<file path="src/rtl/kgp_pkg.sv">
// KGP_RISC control constants: opcodes, FSM states, mux codes.
// Shared by the control sequencer and its watchdog.
package kgp_pkg;

  typedef enum logic [2:0] {
    S_INIT,
    S_FETCH,
    S_DECODE,
    S_EXEC,
    S_MEM,
    S_WB,
    S_HALT,
    S_ERROR
  } state_t;

  localparam logic [2:0] OP_RALU   = 3'b000;
  localparam logic [2:0] OP_IALU   = 3'b001;
  localparam logic [2:0] OP_LOAD   = 3'b010;
  localparam logic [2:0] OP_STORE  = 3'b011;
  localparam logic [2:0] OP_BRANCH = 3'b100;
  localparam logic [2:0] OP_SYS    = 3'b111;

  localparam logic [3:0] FUNC_HALT = 4'b1111;

  localparam logic [1:0] PC_INC   = 2'b00;
  localparam logic [1:0] PC_LABEL = 2'b01;
  localparam logic [1:0] PC_REG   = 2'b10;

  localparam logic [1:0] WB_ALU  = 2'b00;
  localparam logic [1:0] WB_MEM  = 2'b01;
  localparam logic [1:0] WB_LINK = 2'b10;

  localparam logic [1:0] BC_ALWAYS = 2'b00;
  localparam logic [1:0] BC_Z      = 2'b01;
  localparam logic [1:0] BC_C      = 2'b10;
  localparam logic [1:0] BC_S      = 2'b11;

  function automatic logic branch_taken(
    input logic [1:0] cond,
    input logic       z,
    input logic       c,
    input logic       s
  );
    logic t;
    t = 1'b0;
    case (cond)
      BC_ALWAYS: t = 1'b1;
      BC_Z:      t = z;
      BC_C:      t = c;
      BC_S:      t = s;
      default:   t = 1'b0;
    endcase
    return t;
  endfunction

endpackage

</file>
<file path="src/rtl/kgp_mem_watchdog.sv">
// Counts consecutive wait cycles of a memory request.
// Saturates at MEM_TIMEOUT-1 and flags a timeout there.
module kgp_mem_watchdog
  import kgp_pkg::*;
#(
  parameter int MEM_TIMEOUT = 16,
  parameter int CNT_W       = 5
) (
  input  logic clk,
  input  logic rst,
  input  logic clear,
  input  logic inc,
  output logic timeout
);

  localparam logic [CNT_W-1:0] LIMIT = CNT_W'(MEM_TIMEOUT - 1);

  logic [CNT_W-1:0] count;

  always_ff @(posedge clk or posedge rst) begin
    if (rst) begin
      count <= '0;
    end else if (clear) begin
      count <= '0;
    end else if (inc && count != LIMIT) begin
      count <= count + CNT_W'(1);
    end
  end

  assign timeout = inc && (count == LIMIT);

endmodule

</file>
<file path="src/rtl/kgp_control_fsm.sv">
// Multi-cycle control sequencer for the KGP_RISC core.
// Moore outputs, except memory-accept strobes gated by mem_ready.
module kgp_control_fsm
  import kgp_pkg::*;
#(
  parameter int MEM_TIMEOUT = 16,
  parameter int CNT_W       = 5
) (
  input  logic       clk,
  input  logic       rst,
  input  logic [2:0] opcode,
  input  logic [3:0] func,
  input  logic       flag_z,
  input  logic       flag_c,
  input  logic       flag_s,
  input  logic       mem_ready,
  output logic       mem_req,
  output logic       mem_we,
  output logic       ir_write,
  output logic       pc_write,
  output logic [1:0] pc_src,
  output logic       reg_write,
  output logic [1:0] wb_sel,
  output logic       alu_src_imm,
  output logic       retire,
  output logic       halted,
  output logic       error
);

  state_t state, state_nx;
  logic   mem_wait, timeout;
  logic   is_halt, is_legal, taken;

  assign mem_wait = (state == S_FETCH || state == S_MEM) && !mem_ready;
  assign is_halt  = (opcode == OP_SYS) && (func == FUNC_HALT);
  assign is_legal = opcode <= OP_BRANCH;
  assign taken    = branch_taken(func[1:0], flag_z, flag_c, flag_s);

  kgp_mem_watchdog #(
    .MEM_TIMEOUT(MEM_TIMEOUT),
    .CNT_W      (CNT_W)
  ) u_wd (
    .clk    (clk),
    .rst    (rst),
    .clear  (!mem_wait),
    .inc    (mem_wait),
    .timeout(timeout)
  );

  always_ff @(posedge clk or posedge rst) begin
    if (rst) state <= S_INIT;
    else     state <= state_nx;
  end

  always_comb begin
    state_nx = state;
    unique case (state)
      S_INIT: state_nx = S_FETCH;
      S_FETCH: begin
        if (mem_ready)    state_nx = S_DECODE;
        else if (timeout) state_nx = S_ERROR;
      end
      S_DECODE: begin
        if (is_halt)        state_nx = S_HALT;
        else if (!is_legal) state_nx = S_ERROR;
        else                state_nx = S_EXEC;
      end
      S_EXEC: begin
        if (opcode == OP_LOAD || opcode == OP_STORE)
          state_nx = S_MEM;
        else if (opcode == OP_BRANCH)
          state_nx = S_FETCH;
        else
          state_nx = S_WB;
      end
      S_MEM: begin
        if (mem_ready)
          state_nx = (opcode == OP_STORE) ? S_FETCH : S_WB;
        else if (timeout)
          state_nx = S_ERROR;
      end
      S_WB:    state_nx = S_FETCH;
      S_HALT:  state_nx = S_HALT;
      S_ERROR: state_nx = S_ERROR;
    endcase
  end

  always_comb begin
    mem_req     = 1'b0;
    mem_we      = 1'b0;
    ir_write    = 1'b0;
    pc_write    = 1'b0;
    pc_src      = PC_INC;
    reg_write   = 1'b0;
    wb_sel      = WB_ALU;
    alu_src_imm = 1'b0;
    retire      = 1'b0;
    halted      = 1'b0;
    error       = 1'b0;
    unique case (state)
      S_INIT, S_DECODE: ;
      S_FETCH: begin
        mem_req = 1'b1;
        if (mem_ready) begin
          ir_write = 1'b1;
          pc_write = 1'b1;
          pc_src   = PC_INC;
        end
      end
      S_EXEC: begin
        alu_src_imm = opcode inside {OP_IALU, OP_LOAD, OP_STORE};
        if (opcode == OP_BRANCH) begin
          retire = 1'b1;
          if (taken) begin
            pc_write = 1'b1;
            pc_src   = func[3] ? PC_REG : PC_LABEL;
            if (func[2]) begin
              reg_write = 1'b1;
              wb_sel    = WB_LINK;
            end
          end
        end
      end
      S_MEM: begin
        mem_req = 1'b1;
        mem_we  = (opcode == OP_STORE);
        retire  = mem_ready && (opcode == OP_STORE);
      end
      S_WB: begin
        reg_write = 1'b1;
        wb_sel    = (opcode == OP_LOAD) ? WB_MEM : WB_ALU;
        retire    = 1'b1;
      end
      S_HALT:  halted = 1'b1;
      S_ERROR: error  = 1'b1;
    endcase
  end

endmodule

</file>
<file path="config.mk">
export PLATFORM = sky130hd
export DESIGN_NAME = kgp_control_fsm
export DESIGN_NICKNAME = d
export VERILOG_FILES = /design/src/rtl/kgp_pkg.sv /design/src/rtl/kgp_mem_watchdog.sv /design/src/rtl/kgp_control_fsm.sv
export SDC_FILE = /design/constraint.sdc
export NUM_CORES = 1
export LEC_CHECK = 0
export CORE_MARGIN = 5
export CORE_UTILIZATION = 30
export DETAILED_ROUTE_END_ITERATION = 7
export PLACE_DENSITY = 0.54
export REMOVE_ABC_BUFFERS = 1
export SKIP_CTS_REPAIR_TIMING = 1
export SYNTH_ARGS = -nofsm -noshare
export SYNTH_HDL_FRONTEND = slang
export SYNTH_HIERARCHICAL = 1
export SYNTH_SLANG_ARGS = --single-unit
</file>
<file path="constraint.sdc">
create_clock -name clk -period 2.55 [get_ports clk]
set_input_delay 0.51 -clock clk [delete_from_list [all_inputs] [get_ports clk]]
set_output_delay 0.51 -clock clk [all_outputs]
set_load 0.02 [all_outputs]
</file>
Word level (Yosys, flattened, before mapping)

Index checks and enable logic that the tools add are counted.

Memories kept: 0
Bits in latches: 0
Logic and storage cells: 73
RAM bits: 0
Memory bits (read-only): 0
Bits in registers: 8
Input bits: 13

Magnitude comparators: 1
Mux-type cells: 37
Divide/modulo/power cells: 0
Multiply operators: 0
Shift operators: 0
Bitwise logic cells: 0
Reduce and logical (&&, ||, !) cells: 13
Add/subtract/negate cells: 1
Equal/unequal tests: 19

Operators with widths:

| cell                                                                     | number |
|---|---|
| 3-bit 2-to-1 mux                                                         | 8 |
| 3-bit one-hot mux with 7 select lines                                    | 1 |
| 3-bit == test (second input constant)                                    | 6 |
| 1-bit 2-to-1 mux                                                         | 14 |
| 2-bit 2-to-1 mux                                                         | 7 |
| 3-bit by 2-bit == test with 1-bit output (second input constant)         | 4 |
| 5-bit 2-to-1 mux                                                         | 2 |
| 3-bit by 1-bit == test with 1-bit output (second input constant)         | 2 |
| 5-bit by 1-bit adder with 5-bit output (second input constant)           | 1 |
| 5-bit by 4-bit == test with 1-bit output (second input constant)         | 1 |
| 1-bit logical AND                                                        | 5 |
| 5-bit by 4-bit inequality test with 1-bit output (second input constant) | 1 |
| 2-bit == test (second input constant)                                    | 2 |
| 4-bit == test (second input constant)                                    | 1 |
| 1-bit one-hot mux with 2 select lines                                    | 2 |
| 1-bit one-hot mux with 4 select lines                                    | 1 |
| 2-bit one-hot mux with 2 select lines                                    | 1 |
| 2-bit OR reduction                                                       | 2 |
| 3-bit <= comparator (second input constant)                              | 1 |
| 3-bit logical NOT                                                        | 1 |
| 1-bit one-hot mux with 3 select lines                                    | 1 |
| 3-bit nonzero test                                                       | 1 |
| 2-bit by 1-bit == test with 1-bit output (second input constant)         | 1 |
| 2-bit logical NOT                                                        | 1 |
| 3 further kinds                                                          | 4 |

Longest topological paths before layout

Gate-level depths: netlist of the first run.

Depth after elaboration: 7
Gate-level depth with buffers: 8
Mapped depth without buffers: 7

Cells and area by module

Netlist of the first run, hierarchy kept.

Modules (own cells, without submodules):

| module           | cells each | area each (um^2) | times used |
|---|---|---|---|
| kgp_control_fsm  | 56         | 470.5            | 1 |
| kgp_mem_watchdog | 25         | 279.0            | 1 |

Least setup slack after synthesis of the first run

No wires, ideal clock.

Path kind: register -> register
From: register state[2]
To: register u_wd.count[3]
Slack: 0.763 ns
Arrival time: 1.662 ns
Stages on the path, launching flop included: 8
Library setup time: 0.125 ns
Path buffers: 1
Data required time: 2.425 ns
Period minus slack after synthesis: 1.787 ns
Cell sequence: dfrtp_1 > buf_6 > xnor2_1 > or3_4 > inv_2 > nor2b_4 > nand4_2 > mux2_4

Longest elaborated chain between the ends: 5
Elaborated cells on any way between the ends: 7
Classes of those cells: eq/ne: 3; mux: 1; reduce/logical: 3

Ends and longest elaborated chain:

| element                                                                   | line                   | source |
|---|---|---|
| start: declaration                                                        | kgp_control_fsm.sv:30  | `state_t state, state_nx;` |
| start signal: assignment                                                  | kgp_control_fsm.sv:52  | `else state <= state_nx;` |
| 3-bit by 1-bit == test with 1-bit output or 3-bit == test (tied branches) | kgp_control_fsm.sv:34  | `assign mem_wait = (state == S_FETCH \|\| state == S_MEM) && !mem_ready;` |
| 1-bit logical OR *                                                        | kgp_control_fsm.sv:34  |  |
| 1-bit logical AND *                                                       | kgp_control_fsm.sv:34  |  |
| named net mem_wait                                                        | kgp_control_fsm.sv:31  | `logic mem_wait, timeout;` |
| 1-bit logical AND                                                         | kgp_mem_watchdog.sv:25 | `end else if (inc && count != LIMIT) begin` |
| 2-bit inequality test (no line)                                           | --                     |  |
| end signal: assignment                                                    | kgp_mem_watchdog.sv:26 | `count <= count + CNT_W'(1);` |
| end: declaration                                                          | kgp_mem_watchdog.sv:18 | `logic [CNT_W-1:0] count;` |

Mark *: on every way through the listed nets, which the timed path passes. The rest lies on a longest branch.
A chain may end at the register's enable or synchronous reset.

Worst setup path after layout of the first run

From: input mem_ready
To: output ir_write

Longest elaborated chain between the ends: 2

Ends and longest elaborated chain:

| element            | line                   | source |
|---|---|---|
| start: declaration | kgp_control_fsm.sv:16  | `input logic mem_ready,` |
| 1-bit 2-to-1 mux   | kgp_control_fsm.sv:104 | `if (mem_ready) begin` |
| 1-bit 2-to-1 mux   | kgp_control_fsm.sv:100 | `unique case (state)` |
| end: declaration   | kgp_control_fsm.sv:19  | `output logic ir_write,` |

No other way between the ends.

==> reports/results.ini, run 1 <==
[status]
outcome = complete, no violations

[critical_path]
critPathKind = input pin to primary output
slowest_stage = clkdlybuf4s50_1
path_cells = clkdlybuf4s50_1 > nor2b_1 > and2_1 > clkdlybuf4s50_1
startpoint = mem_ready
reg2reg_from = state[0]$_DFF_PP0_
cp.arrival_ps = 1910
critPathMaxFanout = 2
required_ps = 2040
crit_buf_inv = 2
cp_common_cell = clkdlybuf4s50_1
cp_top_family = buffers and inverters
cp-end-kind = primary output
cp-start-kind = input pin
max_stage_delay_ps = 610

[route]
ant_nets = 0
first_iter_violations = 8
first_pass_iters = 4
wl_per_cell_um = 12.65
drt_drc_violations_left = 0
viasPerCell = 4.781
vias = 698
wl_mm = 1.847

[clocking]
clockBufferDepth = 2
clock_latency_ps = 250
htree_levels = 1
clkSinkCount = 8
cts_tree = done
cts-root-buf = clkbuf_4
clkSlewWorstSetupHoldPaths_ps = 40
cts_made_buffers = 3

[synthesis]
synth.avg_cell_area_sq_um = 9.253
ys_ff_latch = 8
yosys_warnings = 6
syn_area_sq_um = 749.5
synth.distinct_cells = 43
netlist_instances = 81
synth-seq-area-share = 0.2671

[finish]
final_area_sq_um = 1131
layout_commonest_cell = clkdlybuf4s50_1
syn_to_final_growth_pct = 50.92
fin_cells = 146
layout_common_cells = clkdlybuf4s50_1 (16), nor2_1 (10), buf_4 (10)
n_antenna_cell = 0
post-route-util = 0.4650
layout.nets = 133
multi_input_area_sq_um = 504.2
seqCellArea_sq_um = 200.2
n_fill_cell = 246
drive_gt1_frac = 0.2586

[floorplanning]
num_rows = 18
die_x_um = 59.98
start_util = 0.3081
core-area_sq_um = 2432
ios = 26
die_h_um = 59.98
fp.dieArea_sq_um = 3598

[pwr]
power_density_nw_per_um2 = 745.3
power.leakage_nw = 0.6357
vdd_drop_max_uv = 436.1
power_mw = 0.8430

[sta]
slew_headroom = 0.7751
drv_slew = 0
hold_violations = 0
tns_ps = 0
finClkSkew_ps = 4.545
fin_crit_sh = 0.9494
fin_crit_ps = 2421
rsz0062_at_grt = false
fmax_ghz = 0.4131
worst_slew_pin_slew_ps = 337.3
setup_violations = 0

[global_routing]
track_usage = 0.1155
antenna_found_initial = 0
grt-ovfl-total = 0
grt_max_degree = 13
grt_pass1_wl_mm = 3.125
grt_pass1_vias = 674

[place]
place_congestion = 0.7829
placed_area_sq_um = 1086
numPortBuffers = 25
dp.cells = 143
hpwl_mm = 1.547

[worst_hold_path]
hold_class = input pin to asynchronous set/reset pin

[flow_run]
cap_violations = 0

## cells by family (layout without fill, tap and decap cells)
family                     after synthesis  after routing  share of synthesized area
adders and majority gates                2              2                    0.03338
buffers and inverters                    8             43                    0.06008
muxes                                    3              3                    0.04674
DFF                                      8              8                     0.2671
and+or+nand+nor                         41             41                     0.3790
AOI/OAI and AO/OA                       16             16                     0.1786
xor gates and xnor gates                 3              3                    0.03506
## state kept, by name, indices dropped and copies added (netlist names)
register,count
state,3
u_wd/count,5
## stage by stage
step                      setup WS, ps  hold WS, ps
after floorplan                  691.2        263.6
final                            129.0        448.3
after global routing             43.64        483.6
after CTS                       -138.9        436.8
after global placement          -146.5        556.4
after detailed placement        -134.4        556.3
## Yosys cell counts (all sizes together)
| master | count | area, sq um |
|---|---|---|
| a21oi | 2 | 10.01 |
| and4b | 2 | 20.02 |
| o21ai | 3 | 15.01 |
| dfrtp | 8 | 200.2 |
| nor2 | 10 | 37.54 |
| o21bai | 2 | 15.01 |
| a2bb2oi | 2 | 30.03 |
| nor3 | 2 | 20.02 |
| nor2b | 6 | 50.05 |
| nand3b | 1 | 7.510 |
| o22a | 1 | 8.760 |
| nand3 | 1 | 10.01 |
| a211oi | 1 | 7.510 |
| nor3b | 2 | 15.01 |
| and3b | 2 | 18.77 |
| ha | 2 | 25.02 |
| mux2i | 2 | 20.02 |
| and2b | 1 | 8.760 |
| inv | 5 | 18.76 |
| mux2 | 1 | 15.01 |
| nand4 | 4 | 31.28 |
| nand2 | 2 | 7.510 |
| nand2b | 1 | 6.260 |
| xor2 | 1 | 8.760 |
| xnor2 | 2 | 17.52 |
| and2 | 3 | 20.02 |
| or2b | 1 | 7.510 |
| a21o | 2 | 16.27 |
| or3 | 1 | 11.26 |
| buf | 3 | 26.27 |
| and3 | 2 | 12.51 |
| a31oi | 1 | 6.260 |
| o32a | 1 | 10.01 |
| a221oi | 1 | 15.01 |
## final cells by class
class	instances	area share
Clock buffer	3	0.01991
Inverter	5	0.01659
Multi-Input combinational cell	65	0.4458
Sequential cell	8	0.1770
Tap cell	30	0.03319
Timing Repair Buffer	35	0.3075
## power breakdown
| part | internal (mW) | switching (mW) | leakage (nW) |
|---|---|---|---|
| clock | 0.0535 | 0.0383 | 0.0138 |
| combinational | 0.287 | 0.263 | 0.519 |
| sequential | 0.152 | 0.0491 | 0.103 |
| total | 0.493 | 0.350 | 0.636 |
## final timing paths
path / endpoint / slack, ps / cells after the start
max reg2reg: state[2]$_DFF_PP0_ / 620 / 8
min in group clk: u_wd/count[4]$_DFFE_PP0P_ / 570 / 2
max in group asynchronous: u_wd/count[4]$_DFFE_PP0P_ / 1910 / 2
max: ir_write / 130 / 4
min: state[2]$_DFF_PP0_ / 450 / 2
min reg2reg: u_wd/count[4]$_DFFE_PP0P_ / 570 / 2
## worst register-to-register path, cell delays in order (launching register included)
cell and delay, ps:
dfrtp_1 370, buf_4 180, xnor2_1 140, or3_4 390
inv_2 80, and2_1 160, nand2b_1 80, a221oi_2 260
o32a_1 200
## routing by layer
metal	up-vias	GRT usage	routed length [um]
met5	-	0	0
met4	0	0.05696	21
met3	2	0.008639	97
met2	16	0.1914	855
met1	318	0.1496	872
li1	362	-	-
No activity file was read; power rests on OpenSTA's default activity.
==> run 2: changes to the inputs <==
==> constraint.sdc (replaced) <==
create_clock -name clk -period 2.55 [get_ports clk]
set_input_delay 0.6375 -clock clk [delete_from_list [all_inputs] [get_ports clk]]
set_output_delay 0.6375 -clock clk [all_outputs]
set_load 0.02 [all_outputs]
==> reports/results.ini, run 2 (synthesis gave the netlist of run 1 again) <==
[route]
wl_per_cell_um = 12.27  ; -3.0%
first_pass_iters = 4  ; unchanged
first_iter_violations = 14  ; +6
wl_mm = 1.902  ; +3.0%
drt_drc_violations_left = 0  ; unchanged
viasPerCell = 4.742  ; -0.81%
ant_nets = 0  ; unchanged
vias = 735  ; +5.3%

[floorplanning]
start_util = 0.3081  ; unchanged
core-area_sq_um = 2432  ; unchanged
fp.dieArea_sq_um = 3598  ; unchanged
die_h_um = 59.98  ; unchanged
num_rows = 18  ; unchanged
die_x_um = 59.98  ; unchanged
ios = 26  ; unchanged

[sta]
rsz0062_at_grt = false
setup_slack_ps = 87.00  ; -42.03 ps
slew_headroom = 0.8077  ; +0.03255
fin_crit_ps = 2463  ; +42.03 ps
fmax_ghz = 0.4060  ; -1.7%
hold_violations = 0  ; unchanged
tns_ps = 0  ; unchanged
drv_slew = 0  ; unchanged
whs_ps = 562.0  ; +113.7 ps
worst_slew_pin_slew_ps = 288.5  ; -48.83 ps
finClkSkew_ps = 0.2424  ; -4.303 ps
fin_crit_sh = 0.9659  ; +0.01648
setup_violations = 0  ; unchanged

[clocking]
clkSlewWorstSetupHoldPaths_ps = 50  ; about the same
cts-root-buf = clkbuf_4
clock_latency_ps = 250  ; about the same
clockBufferDepth = 2  ; unchanged
cts_made_buffers = 3  ; unchanged
htree_levels = 1  ; unchanged
cts_tree = done
clkSinkCount = 8  ; unchanged

[flow_run]
cap_violations = 0  ; unchanged

[pwr]
p_seq_frac = 0.217  ; -0.022
power.leakage_nw = 0.6689  ; +5.2%
vdd_drop_max_uv = 558.2  ; +28%
p_clk_frac = 0.104  ; -0.005
combPwrFrac = 0.680  ; +0.028
power_mw = 0.8911  ; +5.7%
internal_power_mw = 0.5288  ; +7.3%
power_density_nw_per_um2 = 749.7  ; +0.59%
switchingPower_mw = 0.3623  ; +3.5%
p_sw_frac = 0.4065  ; -0.008728

[global_routing]
grt_max_degree = 13  ; unchanged
grt-ovfl-total = 0  ; unchanged
grt_pass1_vias = 754  ; +12%
antenna_found_initial = 0  ; unchanged
grt_pass1_wl_mm = 3.305  ; +5.8%
track_usage = 0.1212  ; +0.005773

[finish]
drive_gt1_frac = 0.3440  ; +0.08538
n_antenna_cell = 0  ; unchanged
layout_commonest_cell = buf_4
layout_common_cells = buf_4 (20), clkdlybuf4s50_1 (13), nor2_1 (9), dlymetal6s2s_1 (9), dfrtp_1 (8)
syn_to_final_growth_pct = 58.60
post-route-util = 0.4887  ; +0.02366
layout.nets = 142  ; +6.8%
final_area_sq_um = 1189  ; +5.1%
fin_cells = 155  ; +6.2%
largest_reg_flops = 5  ; unchanged
n_fill_cell = 254  ; +3.3%
reg_top3 = u_wd/count (5), state (3)
largest_register = u_wd/count

[place]
dp_slack_ps = -365.6  ; -231.2 ps
numPortBuffers = 25  ; unchanged
dp.cells = 150  ; +4.9%
hpwl_mm = 1.586  ; +2.5%
placed_area_sq_um = 1139  ; +4.8%
place_congestion = 0.7541  ; -3.7%

[worst_hold_path]
holdPathStages = 2
min_to = u_wd/count[4]$_DFFE_PP0P_
hold_start = u_wd/count[4]$_DFFE_PP0P_
hold_class = register to register

[critical_path]
required_ps = 1910  ; -130 ps
cp.arrival_ps = 1830  ; -80 ps
cp-end-kind = primary output
r2r_slack_ps = 710  ; +90 ps
worstRegToRegCells = 8  ; unchanged
critPathKind = input pin to primary output
critPathMaxFanout = 4  ; +2
reg2reg_from = state[0]$_DFF_PP0_
worst_r2r_endpoint = state[2]$_DFF_PP0_
cp-start-kind = input pin

[status]
outcome = complete, no violations

==> run 2: changes by cell type in the layout (fill, tap and decap cells not counted) <==
cell and delta:
buf_4 +10, clkbuf_2 +2, clkdlybuf4s50_1 -3, nor2_1 -1, nor2_2 +1
==> run 2: critical path: stages <==
cell,delay (ps)
clkdlybuf4s50_1,510
nor2b_2,210
a31oi_1,120
o21ai_1,150
clkbuf_2,190
==> run 2: worst max-delay path by stage <==
stage | startpoint | end | slack (ps) | depth (start not counted)
2_1_floorplan | opcode[1] | pc_write | 510 | 3
3_3_place_gp | func[0] | pc_write | -390 | 5
3_5_place_dp | func[0] | reg_write | -370 | 5
4_1_cts | func[0] | reg_write | -370 | 5
5_1_grt | opcode[1] | retire | 3 | 5
6_report | opcode[1] | retire | 90 | 5
==> run 2: power by group through the flow <==
stage	combinational [mW]	clock, mW	sequential, mW
floorplan	0.329	0	0.211
global placement	0.622	0	0.194
detailed placement	0.625	0	0.195
CTS	0.626	0.0980	0.193
global route	0.670	0.103	0.200
finish	0.606	0.0923	0.193
==> run 2: per-layer routing <==
layer / wire, um / vias up / share of wire / global-route usage
met5: 0 / - / 0 / 0
met4: 26 / 0 / 0.014 / 0.06646
met3: 94 / 4 / 0.049 / 0.008639
met2: 909 / 18 / 0.48 / 0.1914
met1: 872 / 332 / 0.46 / 0.1627
li1: - / 381 / - / -
==> run 2: layout make-up <==
type / count / area, sq um / share of cell area
well taps: 30 / 37.54 / 0.03158
clock buffers: 3 / 22.52 / 0.01895
inverters: 5 / 18.77 / 0.01579
repair buffers: 44 / 402.9 / 0.3389
flip-flops and latches: 8 / 200.2 / 0.1684
multi-input cells: 65 / 506.7 / 0.4263
==> run 3: changes to the inputs <==
- HOLD_SLACK_MARGIN: not set -> 0.05
- TNS_END_PERCENT: not set -> 1
==> reports/results.ini, run 3 (synthesis gave the netlist of run 1 again) <==
[status]
outcome = complete, no violations

[flow_run]
cap_violations = 0  ; unchanged

[floorplanning]
num_rows = 18  ; unchanged
ios = 26  ; unchanged
core-area_sq_um = 2432  ; unchanged
die_h_um = 59.98  ; unchanged
fp.dieArea_sq_um = 3598  ; unchanged
die_x_um = 59.98  ; unchanged
start_util = 0.3081  ; unchanged

[global_routing]
grt-ovfl-total = 0  ; unchanged
grt_use_met2 = 0.1914  ; unchanged
grt_pass1_wl_mm = 3.305  ; unchanged
met3_usage = 0.008639  ; unchanged
grt_max_degree = 13  ; unchanged
met1_usage = 0.1627  ; unchanged
antenna_found_initial = 0  ; unchanged
grt_pass1_vias = 754  ; unchanged
top_usage_layer = met2
track_usage = 0.1212  ; unchanged

[sta]
drv_slew = 0  ; unchanged
tns_ps = 0  ; unchanged
slew_headroom = 0.8077  ; unchanged
finClkSkew_ps = 0.2424  ; unchanged
hold_violations = 0  ; unchanged
fin_crit_sh = 0.9659  ; about the same
fin_crit_ps = 2463  ; +0.0002000 ps
setup_violations = 0  ; unchanged
worst_slew_pin_slew_ps = 288.5  ; unchanged
setup_slack_ps = 87.00  ; -0.0002000 ps
rsz0062_at_grt = false
fmax_ghz = 0.4060  ; unchanged
whs_ps = 562.0  ; unchanged

[pwr]
p_seq_frac = 0.217  ; about the same
p_clk_frac = 0.104  ; about the same
power.leakage_nw = 0.6537  ; -2.3%
p_sw_frac = 0.4069  ; about the same
combPwrFrac = 0.679  ; about the same
switchingPower_mw = 0.3623  ; about the same
power_mw = 0.8904  ; about the same
vdd_drop_max_uv = 558.0  ; about the same
power_density_nw_per_um2 = 752.2  ; +0.34%
internal_power_mw = 0.5280  ; -0.15%

[clocking]
htree_levels = 1  ; unchanged
cts_made_buffers = 3  ; unchanged
cts-root-buf = clkbuf_4
clockBufferDepth = 2  ; unchanged
clkSinkCount = 8  ; unchanged
clkSlewWorstSetupHoldPaths_ps = 50  ; about the same
cts_tree = done
clock_latency_ps = 250  ; about the same

[critical_path]
reg2reg_from = state[0]$_DFF_PP0_
crit_buf_inv = 2  ; unchanged
startpoint = opcode[1]
path_cells = clkdlybuf4s50_1 > nor2b_2 > a31oi_1 > o21ai_1 > clkbuf_2
cp-start-kind = input pin
cp.arrival_ps = 1830  ; about the same
cp_top_family = buffers and inverters
critPathMaxFanout = 4  ; unchanged
max_stage_delay_ps = 510  ; about the same
required_ps = 1910  ; about the same
cp-end-kind = primary output
critPathKind = input pin to primary output
slowest_stage = clkdlybuf4s50_1

[finish]
n_antenna_cell = 0  ; unchanged
layout_common_cells = buf_4 (21), clkdlybuf4s50_1 (13), nor2_1 (9)
n_fill_cell = 257  ; +1.2%
syn_to_final_growth_pct = 57.93
layout.nets = 142  ; unchanged
reg_top3 = u_wd/count (5), state (3)
fin_cells = 155  ; unchanged
largest_reg_flops = 5  ; unchanged
largest_register = u_wd/count
post-route-util = 0.4866  ; -0.002057
multi_input_area_sq_um = 506.7  ; unchanged
layout_commonest_cell = buf_4
final_area_sq_um = 1184  ; -0.42%
seqCellArea_sq_um = 200.2  ; unchanged
drive_gt1_frac = 0.3520  ; +0.008000

[place]
hpwl_mm = 1.586  ; unchanged
placed_area_sq_um = 1139  ; unchanged
numPortBuffers = 25  ; unchanged
dp_slack_ps = -365.6  ; unchanged
dp.cells = 150  ; unchanged
place_congestion = 0.7541  ; unchanged

[route]
wl_mm = 1.902  ; unchanged
first_iter_violations = 14  ; unchanged
viasPerCell = 4.729  ; -0.27%
wl_per_cell_um = 12.27  ; unchanged
ant_nets = 0  ; unchanged
first_pass_iters = 4  ; unchanged
drt_drc_violations_left = 0  ; unchanged
vias = 733  ; -0.27%

[worst_hold_path]
hold_start = u_wd/count[4]$_DFFE_PP0P_
hold_class = register to register

==> run 3: final cells by class <==
class                           count  share of cell area
Clock buffer                        3             0.01903
Inverter                            5             0.01586
Multi-Input combinational cell     65              0.4281
Sequential cell                     8              0.1691
Tap cell                           30             0.03171
Timing Repair Buffer               44              0.3362
==> run 3: metal layers <==
metal  vias up  share of wire
met5         -              0
met4         0          0.014
met3         4          0.049
met2        18           0.48
met1       330           0.46
li1        381              -
==> run 3: path summary, 6_finish.rpt <==
check | slack [ps] | endpoint | cells after the start
max in group asynchronous | 1770 | u_wd/count[3]$_DFFE_PP0P_ | 2
hold reg to reg | 560 | u_wd/count[4]$_DFFE_PP0P_ | 2
hold / removal | 560 | u_wd/count[4]$_DFFE_PP0P_ | 2
min in group asynchronous | 580 | state[1]$_DFF_PP0_ | 2
setup / recovery | 90 | retire | 5
setup reg to reg | 710 | state[2]$_DFF_PP0_ | 8
==> run 3: power groups by stage <==
stage	registers (mW)	logic, mW	clock network [mW]
finish	0.193	0.605	0.0923
global route	0.200	0.670	0.103
CTS	0.193	0.626	0.0980
detailed placement	0.195	0.625	0
global placement	0.194	0.622	0
floorplan	0.211	0.329	0
==> run 3: worst reg2reg max path, delay by kind of cell (launching register included) <==
kind,cells,cell delay [ps]
AND/OR/NAND/NOR,3,550
AO/OA/AOI/OAI,2,450
flip-flops,1,380
buffers and inverters,2,250
XOR/XNOR,1,140
